[src/rtl/adc_channel_monitor.sv]
`timescale 1ns/1ps
// adc_channel_monitor
//
// Multi-channel ADC readout monitor between the ADC sequencer response stream
// and the HEX display drivers.
//
// What it does:
//   - Captures each accepted sample.
//   - Measures the cycle distance between consecutive samples of each channel.
//   - For the selected display channel, converts the sample to millivolts with
//     a sequential restoring divider, then to packed BCD with a sequential
//     double-dabble.
//
// Ports:
//   MAX10_CLK1_50     system clock, all logic on its rising edge
//   reset             synchronous, active-high
//   response_valid    ADC sample beat
//   response_channel  ADC channel number of the beat
//   response_data     raw sample
//   display_channel   local index of the channel to convert
//   sample_valid      pulse: sample_channel/sample_data updated
//   sample_channel    local index of the last accepted sample
//   sample_data       last accepted sample
//   period_valid      pulse: period_cycles updated
//   period_cycles     cycles between the last two samples of sample_channel
//   mv_bcd            millivolts, packed BCD, most significant digit on top
//   bcd_channel       channel that mv_bcd belongs to
//   bcd_valid         pulse: mv_bcd/bcd_channel updated
//   busy              converter not idle
//   drop_count        saturating count of overwritten conversion requests
module adc_channel_monitor #(
  parameter int DATA_W   = 12,
  parameter int NUM_CH   = 2,
  parameter int CH_BASE  = 1,
  parameter int CH_W     = 5,
  parameter int VREF_MV  = 5000,
  parameter int PERIOD_W = 16,
  parameter int DIGITS   = 4,
  localparam int MV_W    = $clog2(VREF_MV + 1),
  localparam int IDX_W   = (NUM_CH > 1) ? $clog2(NUM_CH) : 1
) (
  input  logic                  MAX10_CLK1_50,
  input  logic                  reset,
  input  logic                  response_valid,
  input  logic [CH_W-1:0]       response_channel,
  input  logic [DATA_W-1:0]     response_data,
  input  logic [IDX_W-1:0]      display_channel,
  output logic                  sample_valid,
  output logic [IDX_W-1:0]      sample_channel,
  output logic [DATA_W-1:0]     sample_data,
  output logic                  period_valid,
  output logic [PERIOD_W-1:0]   period_cycles,
  output logic [4*DIGITS-1:0]   mv_bcd,
  output logic [IDX_W-1:0]      bcd_channel,
  output logic                  bcd_valid,
  output logic                  busy,
  output logic [7:0]            drop_count
);

  localparam int PROD_W = DATA_W + MV_W;
  localparam int STEP_W = $clog2(MV_W + 1);
  localparam logic [DATA_W:0]     DIVISOR    = (DATA_W + 1)'((1 << DATA_W) - 1);
  localparam logic [STEP_W-1:0]   LAST_STEP  = STEP_W'(MV_W - 1);
  localparam logic [PERIOD_W-1:0] PERIOD_MAX = '1;

  typedef enum logic [1:0] {IDLE, DIV, BCD, DONE} conv_state_t;

  conv_state_t state, state_next;

  logic [CH_W-1:0]   ch_offset;
  logic              beat_accept;
  logic [IDX_W-1:0]  beat_idx;
  logic              sample_match;

  logic [PERIOD_W-1:0] period_cnt [NUM_CH];
  logic [NUM_CH-1:0]   ch_seen;

  logic              conv_req;
  logic              conv_start;
  logic [DATA_W-1:0] start_data;
  logic [IDX_W-1:0]  start_ch;
  logic [PROD_W-1:0] start_product;

  logic              pend_full;
  logic [DATA_W-1:0] pend_data;
  logic [IDX_W-1:0]  pend_ch;

  logic [DATA_W-1:0] div_rem;
  logic [MV_W-1:0]   div_q;
  logic [DATA_W:0]   div_trial;
  logic              div_ge;
  logic [DATA_W-1:0] div_rem_next;
  logic [4*DIGITS-1:0] bcd_acc;
  logic [STEP_W-1:0] step_cnt;
  logic              step_last;
  logic [IDX_W-1:0]  conv_ch;

  // One double-dabble step: add 3 to every digit >= 5, then shift in the
  // next binary bit. The top bit of the adjusted value is always 0 because
  // the result fits in DIGITS digits.
  function automatic logic [4*DIGITS-1:0] dabble_step(
    input logic [4*DIGITS-1:0] acc,
    input logic                in_bit
  );
    logic [4*DIGITS-1:0] adj;
    adj = acc;
    for (int d = 0; d < DIGITS; d++) begin
      if (acc[4*d +: 4] >= 4'd5) begin
        adj[4*d +: 4] = acc[4*d +: 4] + 4'd3;
      end
    end
    return {adj[4*DIGITS-2:0], in_bit};
  endfunction

  // Channel window check via an offset. This avoids overflow of
  // CH_BASE+NUM_CH in the channel field width.
  assign ch_offset   = response_channel - CH_W'(CH_BASE);
  assign beat_accept = response_valid && (response_channel >= CH_W'(CH_BASE)) &&
                       (ch_offset < CH_W'(NUM_CH));
  assign beat_idx    = ch_offset[IDX_W-1:0];

  // Sample capture.
  // The display match is decided here, at beat time, so a later
  // display_channel change never retargets a sample already taken.
  always_ff @(posedge MAX10_CLK1_50) begin
    if (reset) begin
      sample_valid   <= 1'b0;
      sample_match   <= 1'b0;
      sample_channel <= '0;
      sample_data    <= '0;
    end else begin
      sample_valid <= beat_accept;
      sample_match <= beat_accept && (beat_idx == display_channel);
      if (beat_accept) begin
        sample_channel <= beat_idx;
        sample_data    <= response_data;
      end
    end
  end

  // Per-channel period counters.
  // A counter reloads to 1 on its own beat, so its value at the next beat
  // equals the cycle distance between the two beats.
  always_ff @(posedge MAX10_CLK1_50) begin
    if (reset) begin
      for (int i = 0; i < NUM_CH; i++) begin
        period_cnt[i] <= '0;
      end
      ch_seen       <= '0;
      period_valid  <= 1'b0;
      period_cycles <= '0;
    end else begin
      period_valid <= 1'b0;
      for (int i = 0; i < NUM_CH; i++) begin
        if (beat_accept && (beat_idx == IDX_W'(i))) begin
          period_cnt[i] <= PERIOD_W'(1);
          ch_seen[i]    <= 1'b1;
          if (ch_seen[i]) begin
            period_valid  <= 1'b1;
            period_cycles <= period_cnt[i];
          end
        end else if (period_cnt[i] != PERIOD_MAX) begin
          period_cnt[i] <= period_cnt[i] + PERIOD_W'(1);
        end
      end
    end
  end

  // A waiting pending request has priority over a fresh one, because it is
  // older. In that case the fresh one takes the slot the pending request
  // just vacated.
  assign conv_req      = sample_valid && sample_match;
  assign conv_start    = (state == IDLE) && (pend_full || conv_req);
  assign start_data    = pend_full ? pend_data : sample_data;
  assign start_ch      = pend_full ? pend_ch : sample_channel;
  assign start_product = PROD_W'(start_data) * PROD_W'(VREF_MV);
  assign step_last     = (step_cnt == LAST_STEP);

  // Restoring division step.
  // The remainder always stays below the divisor, so the subtraction can be
  // done modulo 2^DATA_W.
  assign div_trial    = {div_rem, div_q[MV_W-1]};
  assign div_ge       = (div_trial >= DIVISOR);
  assign div_rem_next = div_ge ? (div_trial[DATA_W-1:0] - DIVISOR[DATA_W-1:0])
                               : div_trial[DATA_W-1:0];

  // Converter state register.
  always_ff @(posedge MAX10_CLK1_50) begin
    if (reset) begin
      state <= IDLE;
    end else begin
      state <= state_next;
    end
  end

  // Converter next state: IDLE -> DIV -> BCD -> DONE -> IDLE.
  always_comb begin
    state_next = state;
    busy       = (state != IDLE);
    case (state)
      IDLE: if (conv_start) state_next = DIV;
      DIV:  if (step_last)  state_next = BCD;
      BCD:  if (step_last)  state_next = DONE;
      DONE: state_next = IDLE;
      default: state_next = IDLE;
    endcase
  end

  // Converter datapath, pending slot and result registers.
  //
  // div_rem starts as the product's high part. div_q holds the low part and
  // collects quotient bits. During BCD the same register shifts the quotient
  // out, MSB first.
  always_ff @(posedge MAX10_CLK1_50) begin
    if (reset) begin
      div_rem     <= '0;
      div_q       <= '0;
      bcd_acc     <= '0;
      step_cnt    <= '0;
      conv_ch     <= '0;
      pend_full   <= 1'b0;
      pend_data   <= '0;
      pend_ch     <= '0;
      drop_count  <= '0;
      mv_bcd      <= '0;
      bcd_channel <= '0;
      bcd_valid   <= 1'b0;
    end else begin
      bcd_valid <= 1'b0;
      case (state)
        IDLE: begin
          if (conv_start) begin
            div_rem  <= start_product[PROD_W-1:MV_W];
            div_q    <= start_product[MV_W-1:0];
            conv_ch  <= start_ch;
            step_cnt <= '0;
          end
        end
        DIV: begin
          div_rem  <= div_rem_next;
          div_q    <= {div_q[MV_W-2:0], div_ge};
          step_cnt <= step_last ? '0 : step_cnt + STEP_W'(1);
          if (step_last) begin
            bcd_acc <= '0;
          end
        end
        BCD: begin
          bcd_acc  <= dabble_step(bcd_acc, div_q[MV_W-1]);
          div_q    <= {div_q[MV_W-2:0], 1'b0};
          step_cnt <= step_cnt + STEP_W'(1);
        end
        DONE: begin
          mv_bcd      <= bcd_acc;
          bcd_channel <= conv_ch;
          bcd_valid   <= 1'b1;
        end
        default: ;
      endcase

      if (conv_start && pend_full) begin
        pend_full <= 1'b0;
      end
      if (conv_req && (busy || pend_full)) begin
        pend_full <= 1'b1;
        pend_data <= sample_data;
        pend_ch   <= sample_channel;
        if (busy && pend_full && (drop_count != 8'hFF)) begin
          drop_count <= drop_count + 8'd1;
        end
      end
    end
  end

endmodule

[config.mk]
export PLATFORM = sky130hd
export DESIGN_NAME = adc_channel_monitor
export DESIGN_NICKNAME = d
export VERILOG_FILES = /design/src/rtl/adc_channel_monitor.sv
export SDC_FILE = /design/constraint.sdc
export NUM_CORES = 1
export LEC_CHECK = 0
export ABC_AREA = 1
export BUFFER_PORTS_ARGS = -buffer_cell sky130_fd_sc_hd__buf_4
export CORE_MARGIN = 8
export CORE_UTILIZATION = 40
export DETAILED_ROUTE_END_ITERATION = 6
export GPL_TIMING_DRIVEN = 0
export REMOVE_ABC_BUFFERS = 1
export SYNTH_ARGS = -nofsm -noshare
export SYNTH_HDL_FRONTEND = slang
export SYNTH_SLANG_ARGS = --single-unit
[constraint.sdc]
create_clock -name MAX10_CLK1_50 -period 6.4 [get_ports MAX10_CLK1_50]
set_input_delay 0.64 -clock MAX10_CLK1_50 [delete_from_list [all_inputs] [get_ports MAX10_CLK1_50]]
set_output_delay 0.64 -clock MAX10_CLK1_50 [all_outputs]
set_load 0.1 [all_outputs]
==> impl_metrics.toml, run 1 <==
[global_route]
gr-total-overflow = 0
grt_max_degree = 50
grt_pass1_vias = 8350
antenna_found_initial = 0
grt_pass1_wl_mm = 39.5
grtUsageTotal_pct = 15.2

[setup_path]
worstPathArrival_ns = 5.94
worstSetupEndpointType = "register"
r2r_slack_ns = 0.79
cp_max_fo = 21
cp-start-kind = "register"
r2r_end = "div_rem[10]"
cp_data_required_time_ns = 6.73
r2r_start = "pend_full"
r2r_cells = 25
crit_type = "register to register"

[die]
start_util_pct = 40.3
die_area_um2 = 30500
io-pin-count = 79
die_w_um = 175
die_y_um = 175
coreArea_um2 = 25000
fp-row-count = 58

[layout]
postLayoutCellArea_um2 = 11400
num-fill-cells = 2556
antenna-diode-count = 0
syn2layout_area_growth_pct = 13.8
layout.nets = 1580
multiInputGateArea_um2 = 5660
seq_area_um2 = 3400
finalNonFillerCells = 1801
final_layout_size_suffix_gt1_share_pct = 10.1

[cts]
postCtsHoldBufs = 0
cts_max_level = 4
cts_tree = "yes"
cts_repair_resize_count = 0
cts_root_buf = "clkbuf_16"
cts_setup_buffers = 0
numCtsBuffers = 17
clock-sinks = 154
clkLatencyLatePin_ns = 0.43
clk_pin_slew_ns = 0.07
cts.path.max_buffers = 2

[pwr]
design_power_total_uw = 2710
switching_share_pct = 33.6
p_comb_share_pct = 20.8
p_int_uw = 1800
p_leak_uw = 0.00547
cellPowerDensity_nw_per_um2 = 237
p_switching_uw = 912
pwr-share-clk_pct = 38.4
p_seq_share_pct = 40.8
ir_drop_mv = 0.150

[synthesis]
synth-seq-cells = 154
ys_types = 42
syn_inst = 1405
synth_flop_cell = "dfxtp_1"
yosys.area.top_type = "dfxtp_1"
synthTopCellsByArea = "dfxtp_1 24%, nand2_1 12%, ha_1 10%, edfxtp_1 9.6%, inv_1 7.3%"
synth_edf_count = 32
synthesis.area_um2 = 10100
yosys-top-cells-count = "324 x nand2_1, 196 x inv_1, 151 x nor2_1"
ys.warnings.count = 0
yosysMostFrequentCell = "nand2_1"
yosysSeqAreaShare_pct = 33.8
ys_async_sr_fraction_pct = 0
synth_top_area_share_pct = 24.3
avgSynthCellArea_um2 = 7.16

[min_path]
hold_path_end = "ch_seen[1]"
hold_path_depth = 2
hp-start = "ch_seen[1]"
min_path_type = "register to register"

[sta]
rsz0062_at_grt = "no"
min_period_ns = 5.61
final_hold_viol_count = 0
slew_viol_final = 0
setup_ws_ns = 0.790
fin_crit_sh_pct = 87.7
slew_headroom_pct = 12.7
tightest_slew_ns = 1.30
setup_viol_count_final = 0
setup_tns_ns = 0
skew_ns = 0.0138
max_freq_mhz = 178

[route]
drtPass1Iterations = 5
wl_mm = 23.1
drt_iter0_drc = 461
antenna_left = 0
top_layer_used = "met4"
vias = 8773
routedWlPerCell_um = 12.8
dr_wl_met2_mm = 10.3
viasPerCell = 4.87
wl_met1_mm = 11.6
wl_met3_um = 998
drc = 0

[job]
maxCapViolations = 0

[place]
portBuffers = 78
dp_hpwl_mm = 16.8
gp_congestion = 0.830
preCtsSetupSlack_ns = 0.781
dp_cells = 1769
placed_area_um2 = 10800

[status]
status = "completed"
critical path: stages (launching register included):
cell     delay, ns
dfxtp_1       0.76
inv_1         0.39
or2_2         0.36
o21ai_0       0.15
inv_1         0.20
ha_1          0.36
xor2_1        0.17
ha_1          0.33
inv_1         0.05
fa_1          0.53
inv_1         0.04
ha_1          0.27
inv_1         0.05
fa_1          0.49
inv_1         0.04
ha_1          0.35
nand2_1       0.12
inv_1         0.04
a21oi_1       0.14
nand2_1       0.14
nand2_1       0.11
nand3_1       0.07
nand3_1       0.13
nand3_1       0.08
nand2_1       0.09
inv_1         0.04
metrics by stage:
step                      util (%)  hold slack [ns]
final                         45.8            0.469
after global routing          45.8            0.481
after CTS                     45.8            0.469
after detailed placement      43.4            0.460
after global placement        43.3            0.454
after floorplan                  -            0.436
layout by cell type (no fill, tap or decap), types with 3 or more instances in the layout:
| cell type | netlist | final |
|---|---|---|
| nand2_1 | 324 | 324 |
| inv_1 | 196 | 195 |
| nor2_1 | 151 | 151 |
| dfxtp_1 | 122 | 122 |
| o21ai_0 | 119 | 119 |
| a21oi_1 | 114 | 113 |
| ha_1 | 80 | 80 |
| buf_4 | 1 | 78 |
| nand3_1 | 63 | 63 |
| edfxtp_1 | 32 | 32 |
| xor2_1 | 27 | 27 |
| nor3_1 | 21 | 21 |
| fa_1 | 21 | 21 |
| clkbuf_16 | 0 | 17 |
| nand4_1 | 16 | 16 |
| or2_2 | 13 | 13 |
| inv_6 | 0 | 7 |
| inv_2 | 5 | 6 |
| nand3b_1 | 6 | 6 |
| nor2_2 | 5 | 5 |
| a211oi_1 | 5 | 5 |
| a31oi_1 | 4 | 4 |
| a22oi_1 | 4 | 4 |
| xnor2_1 | 4 | 4 |
| nand3_2 | 3 | 3 |
| nor3b_1 | 3 | 3 |
| nand3_4 | 3 | 3 |
| nor4_1 | 3 | 3 |
cell families (layout without fill, tap and decap cells):
kind of cell / count (synthesis) / after routing / share of synthesized area [%]
fa+ha+maj: 101 / 101 / 14.1
flops: 154 / 154 / 33.8
xor+xnor: 31 / 31 / 2.70
compound gates: 252 / 252 / 13.0
simple gates: 619 / 619 / 26.4
buf+inv: 248 / 314 / 9.91
cell type report:
cell class              count  share of cell area, %
flip-flops and latches    154                   29.7
well taps                 330                   3.61
clock buffers              17                   3.72
inverters                 203                   6.66
repair buffers             79                   5.29
clock inverters            15                   1.52
multi-input cells        1003                   49.5
power groups by stage:
stage	sequential (uW)	clock, uW	combinational, uW
3_5_place_dp	1130	0	566
6_report	1110	1040	565
5_1_grt	1120	1110	638
4_1_cts	1110	1070	570
3_3_place_gp	1130	0	561
2_1_floorplan	1200	0	339
registers in the layout, indices dropped and copies added, names as in the netlist, 12 cells and up:
name           cells
bcd_acc           16
div_q             13
div_rem           12
mv_bcd            16
pend_data         12
period_cnt        32
period_cycles     16
sample_data       12
worst max path at each step:
stage              startpoint     endpoint  cells past startpoint
2_1_floorplan  sample_data[7]  div_rem[10]                     20
3_3_place_gp        pend_full  div_rem[10]                     25
3_5_place_dp        pend_full  div_rem[10]                     25
4_1_cts             pend_full  div_rem[10]                     25
5_1_grt             pend_full  div_rem[10]                     25
6_report            pend_full  div_rem[10]                     25
metal layers:
metal	GRT usage (%)	vias to the layer above
met5	0	-
met1	20.6	3960
met4	4.03	0
met3	2.94	18
met2	24.5	156
li1	-	4639
No activity file was read; power rests on OpenSTA's default activity.
==> run 2: changes to the inputs <==
ABC_AREA = unset   (was 1)
==> impl_metrics.toml, run 2 <==
[status]
status = "completed"

[global_route]
grtUsageTotal_pct = 14.3
grt_max_degree = 130
gr-total-overflow = 0
grt_pass1_vias = 7099
grt_pass1_wl_mm = 34.4
antenna_found_initial = 0

[synthesis]
synth-seq-cells = 154
yosysMostFrequentCell = "nor2_1"
synthesis.area_um2 = 9480
synth_top_area_share_pct = 25.8
yosysSeqAreaShare_pct = 35.9
avgSynthCellArea_um2 = 9.06
syn_inst = 1046
yosys-top-cells-count = "159 x nor2_1, 122 x dfxtp_1, 81 x inv_1"
synth_edf_count = 32
synthTopCellsByArea = "dfxtp_1 26%, ha_1 11%, edfxtp_1 10%, nor2_1 6.3%, mux2i_1 5.6%"
yosys.area.top_type = "dfxtp_1"
ys_types = 72
synth_flop_cell = "dfxtp_1"
ys.warnings.count = 0
ys_async_sr_fraction_pct = 0

[setup_path]
slowest_delay_ns = 0.87
cp_max_fo = 17
cp_data_required_time_ns = 6.71
worstSetupEndpointType = "register"
cpMostUsedCell = "inv_1"
worstPathArrival_ns = 5.90
crit_chain = "mux2i_1, inv_1, ha_1, xor2_1, ha_1, inv_1, fa_1, inv_1, ha_1, inv_1, fa_1, inv_1, ha_1, o211ai_1, o21ai_0, o211ai_1, and3b_1, o21a_1, o31a_1"
cp-start-kind = "register"
crit_slowest_cell = "dfxtp_1"
crit_type = "register to register"

[layout]
largest-register = "period_cnt"
layout.nets = 1223
syn2layout_area_growth_pct = 14.7
finalNonFillerCells = 1433
layout_commonest_cell = "nor2_1"
final_layout_size_suffix_gt1_share_pct = 13.5
largest_reg_flops = 32
antenna-diode-count = 0
final_cell_mix = "159 x nor2_1, 122 x dfxtp_1, 81 x inv_1, 80 x ha_1, 78 x buf_4"

[route]
viasPerCell = 5.04
drt_iter0_drc = 325
wl_mm = 20.2
drc = 0
drtPass1Iterations = 5
antenna_left = 0
routedWlPerCell_um = 14.1
vias = 7228

[die]
coreArea_um2 = 23300
die_w_um = 170
die_area_um2 = 28900
die_y_um = 170
fp-row-count = 56
start_util_pct = 40.6
io-pin-count = 79

[cts]
clk_pin_slew_ns = 0.07
postCtsHoldBufs = 0
clkLatencyLatePin_ns = 0.43
numCtsBuffers = 17
cts_tree = "yes"
cts_repair_resize_count = 0
cts_setup_buffers = 0
cts_max_level = 4
cts.path.max_buffers = 2
cts_root_buf = "clkbuf_16"
clock-sinks = 154

[sta]
setup_tns_ns = 0
fin_crit_sh_pct = 87.3
skew_ns = 0.0141
max_freq_mhz = 179
min_period_ns = 5.59
slew_headroom_pct = 23.6
slew_viol_final = 0
setup_viol_count_final = 0
setup_ws_ns = 0.815
final_hold_viol_count = 0
hold_ws_ns = 0.450
tightest_slew_ns = 1.14
rsz0062_at_grt = "no"

[place]
dp_hpwl_mm = 14.8
preCtsSetupSlack_ns = 0.763
dp_cells = 1399
portBuffers = 78
gp_congestion = 0.786

[min_path]
min_path_type = "primary input to register"

[job]
maxCapViolations = 0

[pwr]
p_leak_uw = 0.00458
cellPowerDensity_nw_per_um2 = 233
ir_drop_mv = 0.156
## run 2: worst max-delay path, delay by kind of cell (launching register included)
kind,cells,cell delay [ns]
flip-flops,1,0.87
AND/OR/NAND/NOR,1,0.23
buffers and inverters,5,0.37
adder cells (fa/ha/maj),6,2.26
multiplexers,1,0.38
AO/OA/AOI/OAI,5,1.18
XOR/XNOR,1,0.17
## run 2: cells by family (layout without fill, tap and decap cells)
| family | Yosys count | count (layout) | share of synthesized area [%] |
|---|---|---|---|
| compound gates | 173 | 173 | 12.6 |
| simple gates | 372 | 372 | 19.0 |
| fa+ha+maj | 102 | 102 | 15.1 |
| mux | 60 | 60 | 6.43 |
| buf+inv | 127 | 195 | 5.60 |
| xor+xnor | 58 | 58 | 5.36 |
| flops | 154 | 154 | 35.9 |
## run 2: cell type report
| cell class | count | area [um^2] |
|---|---|---|
| fill | 2272 | 12500 |
| multi-input combinational | 765 | 5550 |
| sequential | 154 | 3400 |
| timing repair buffer | 80 | 624 |
| clock buffer | 17 | 425 |
| tap | 319 | 399 |
| inverter | 83 | 312 |
| clock inverter | 15 | 156 |
## run 2: power by group
part           switching (uW)  total, uW  internal (uW)
logic                     271        417            147
registers                64.6       1110           1050
clock network             450       1000            550
## run 2: metrics by stage
stage          utilization [%]  total power, uW  instance area, um^2
6_report                  46.6             2530                10900
5_1_grt                   46.6             2650                10900
4_1_cts                   46.4             2550                10800
3_5_place_dp              43.9             1550                10200
3_3_place_gp              43.9             1540                10200
2_1_floorplan                -             1420                 9260
## run 2: final timing paths
kind,from,end,slack [ns],depth (start not counted)
worst max register to register,pend_full,div_rem[11],0.81,19
worst min register to register,div_q[0],div_q[0],0.46,2
worst min-delay path,response_data[10],sample_data[10],0.45,3
worst max-delay path,pend_full,div_rem[11],0.81,19
## run 2: routing by layer
layer | routed length (um) | GRT usage [%] | up-vias | part of all wire [%]
met5 | 0 | 0 | - | 0
met4 | 136 | 3.01 | 0 | 0.67
met3 | 672 | 3.27 | 14 | 3.3
met2 | 9580 | 24.3 | 90 | 47
met1 | 9800 | 18.3 | 3375 | 49
li1 | - | - | 3749 | -
==> run 3: changes to the inputs <==
CELL_PAD_IN_SITES_DETAIL_PLACEMENT = 0   (was unset)
CELL_PAD_IN_SITES_GLOBAL_PLACEMENT = 1   (was unset)
CTS_CLUSTER_DIAMETER = 120   (was unset)
PLACE_DENSITY_LB_ADDON = 0.1   (was unset)
==> impl_metrics.toml, run 3 (synthesized netlist as in run 2, its figures left out) <==
[status]
status = "completed"

[sta]
rsz0062_at_grt = "no"
min_period_ns = 5.78
setup_viol_count_final = 0
skew_ns = 0.0170
tightest_slew_ns = 1.16
fin_crit_sh_pct = 90.3
max_freq_mhz = 173
setup_ws_ns = 0.623
slew_headroom_pct = 22.6
final_hold_viol_count = 0
setup_tns_ns = 0
slew_viol_final = 0

[place]
dp_cells = 1401
placed_area_um2 = 10300
preCtsSetupSlack_ns = 0.632
gp_congestion = 0.773
portBuffers = 78
dp_hpwl_mm = 15.6

[route]
wl_mm = 21.5
vias = 7370
routedWlPerCell_um = 15.0
viasPerCell = 5.14
drt_iter0_drc = 328
drtPass1Iterations = 4
drc = 0
antenna_left = 0

[global_route]
grtUsageTotal_pct = 15.1
grt_pass1_wl_mm = 36.2
grt_max_degree = 82
grt_pass1_vias = 7319
gr-total-overflow = 0
antenna_found_initial = 0

[cts]
postCtsHoldBufs = 0
numCtsBuffers = 17
cts.path.max_buffers = 2
clock-sinks = 154
cts_max_level = 4
cts_root_buf = "clkbuf_16"
cts_tree = "yes"
clk_pin_slew_ns = 0.07
cts_repair_resize_count = 0
cts_setup_buffers = 0
clkLatencyLatePin_ns = 0.43

[layout]
largest_reg_flops = 32
postLayoutCellArea_um2 = 10900
final_cell_mix = "158 x nor2_1, 122 x dfxtp_1, 81 x inv_1, 80 x ha_1, 78 x buf_4"
largest-register = "period_cnt"
layout.nets = 1223
layout_commonest_cell = "nor2_1"
syn2layout_area_growth_pct = 14.9
final_layout_size_suffix_gt1_share_pct = 13.4
finalNonFillerCells = 1433
antenna-diode-count = 0

[setup_path]
cp_data_required_time_ns = 6.75
r2r_cells = 19
r2r_slack_ns = 0.62
r2r_end = "div_rem[9]"
crit_type = "register to register"
cp_max_fo = 17
cp-start-kind = "register"
worstPathArrival_ns = 6.13
worstSetupEndpointType = "register"
r2r_start = "pend_full"

[min_path]
hp-start = "response_data[7]"
min_path_type = "primary input to register"
hold_path_depth = 3
hold_path_end = "sample_data[7]"

[die]
coreArea_um2 = 23300
die_y_um = 170
die_area_um2 = 28900
start_util_pct = 40.6
fp-row-count = 56
die_w_um = 170
io-pin-count = 79

[job]
maxCapViolations = 0

[pwr]
ir_drop_mv = 0.148
p_leak_uw = 0.00460
cellPowerDensity_nw_per_um2 = 237
## run 3: changes by cell type in the layout (fill, tap and decap cells not counted)
cell,delta
clkbuf_1,+3
clkinvlp_4,-3
inv_6,-3
clkbuf_16,+2
inv_4,+2
buf_6,-1
buf_8,+1
clkbuf_8,+1
clkinv_1,-1
clkinv_4,+1
clkinv_8,-1
inv_8,-1
nor2_1,-1
nor2_2,+1
## run 3: metal layers
metal	part of all wire (%)	GRT usage [%]	vias to the layer above
met5	0	0	-
met4	1.2	3.89	0
met3	2.8	3.10	16
met2	48	25.7	70
met1	48	19.4	3535
li1	-	-	3749
## run 3: report_power, final
group          internal [uW]  total [uW]  leakage (uW)  switching (uW)
logic                    144         420       0.00293             276
clock network            602        1040      0.000296             439
registers               1050        1120       0.00137            69.8
total                   1790        2580       0.00460             784
## run 3: cell type report
type                    instances  area (um^2)
multi-input cells             765         5550
clock inverters                 9         97.6
fillers                      2336        12400
well taps                     319          399
flip-flops and latches        154         3400
repair buffers                 80          628
inverters                      83          312
clock buffers                  23          500
## run 3: how the worst max path moves through the flow
stage                             end  cells after the start      startpoint
final                      div_rem[9]                     19       pend_full
after floorplan           div_rem[11]                     19  sample_data[4]
after CTS                 div_rem[11]                     19       pend_full
after global placement    div_rem[11]                     19       pend_full
after detailed placement  div_rem[11]                     19       pend_full
after global routing       div_rem[9]                     19       pend_full
## run 3: critical path, cell delays in order (launching register included)
cell,delay (ns)
dfxtp_1,0.88
mux2i_1,0.40
inv_1,0.21
ha_1,0.36
xor2_1,0.17
ha_1,0.28
inv_1,0.05
fa_1,0.52
inv_1,0.04
ha_1,0.27
inv_1,0.05
fa_1,0.52
inv_1,0.05
ha_1,0.35
a21oi_1,0.15
o21ai_0,0.21
o211ai_1,0.46
nand4b_1,0.20
a2111o_1,0.44
o211ai_1,0.09
## run 3: stage by stage
step | power [uW] | util (%) | hold slack, ns
after CTS | 2610 | 46.7 | 0.433
after global placement | 1560 | 43.9 | 0.446
after floorplan | 1420 | - | 0.425
after global routing | 2700 | 46.7 | 0.442
final | 2580 | 46.7 | 0.448
after detailed placement | 1560 | 44.1 | 0.451
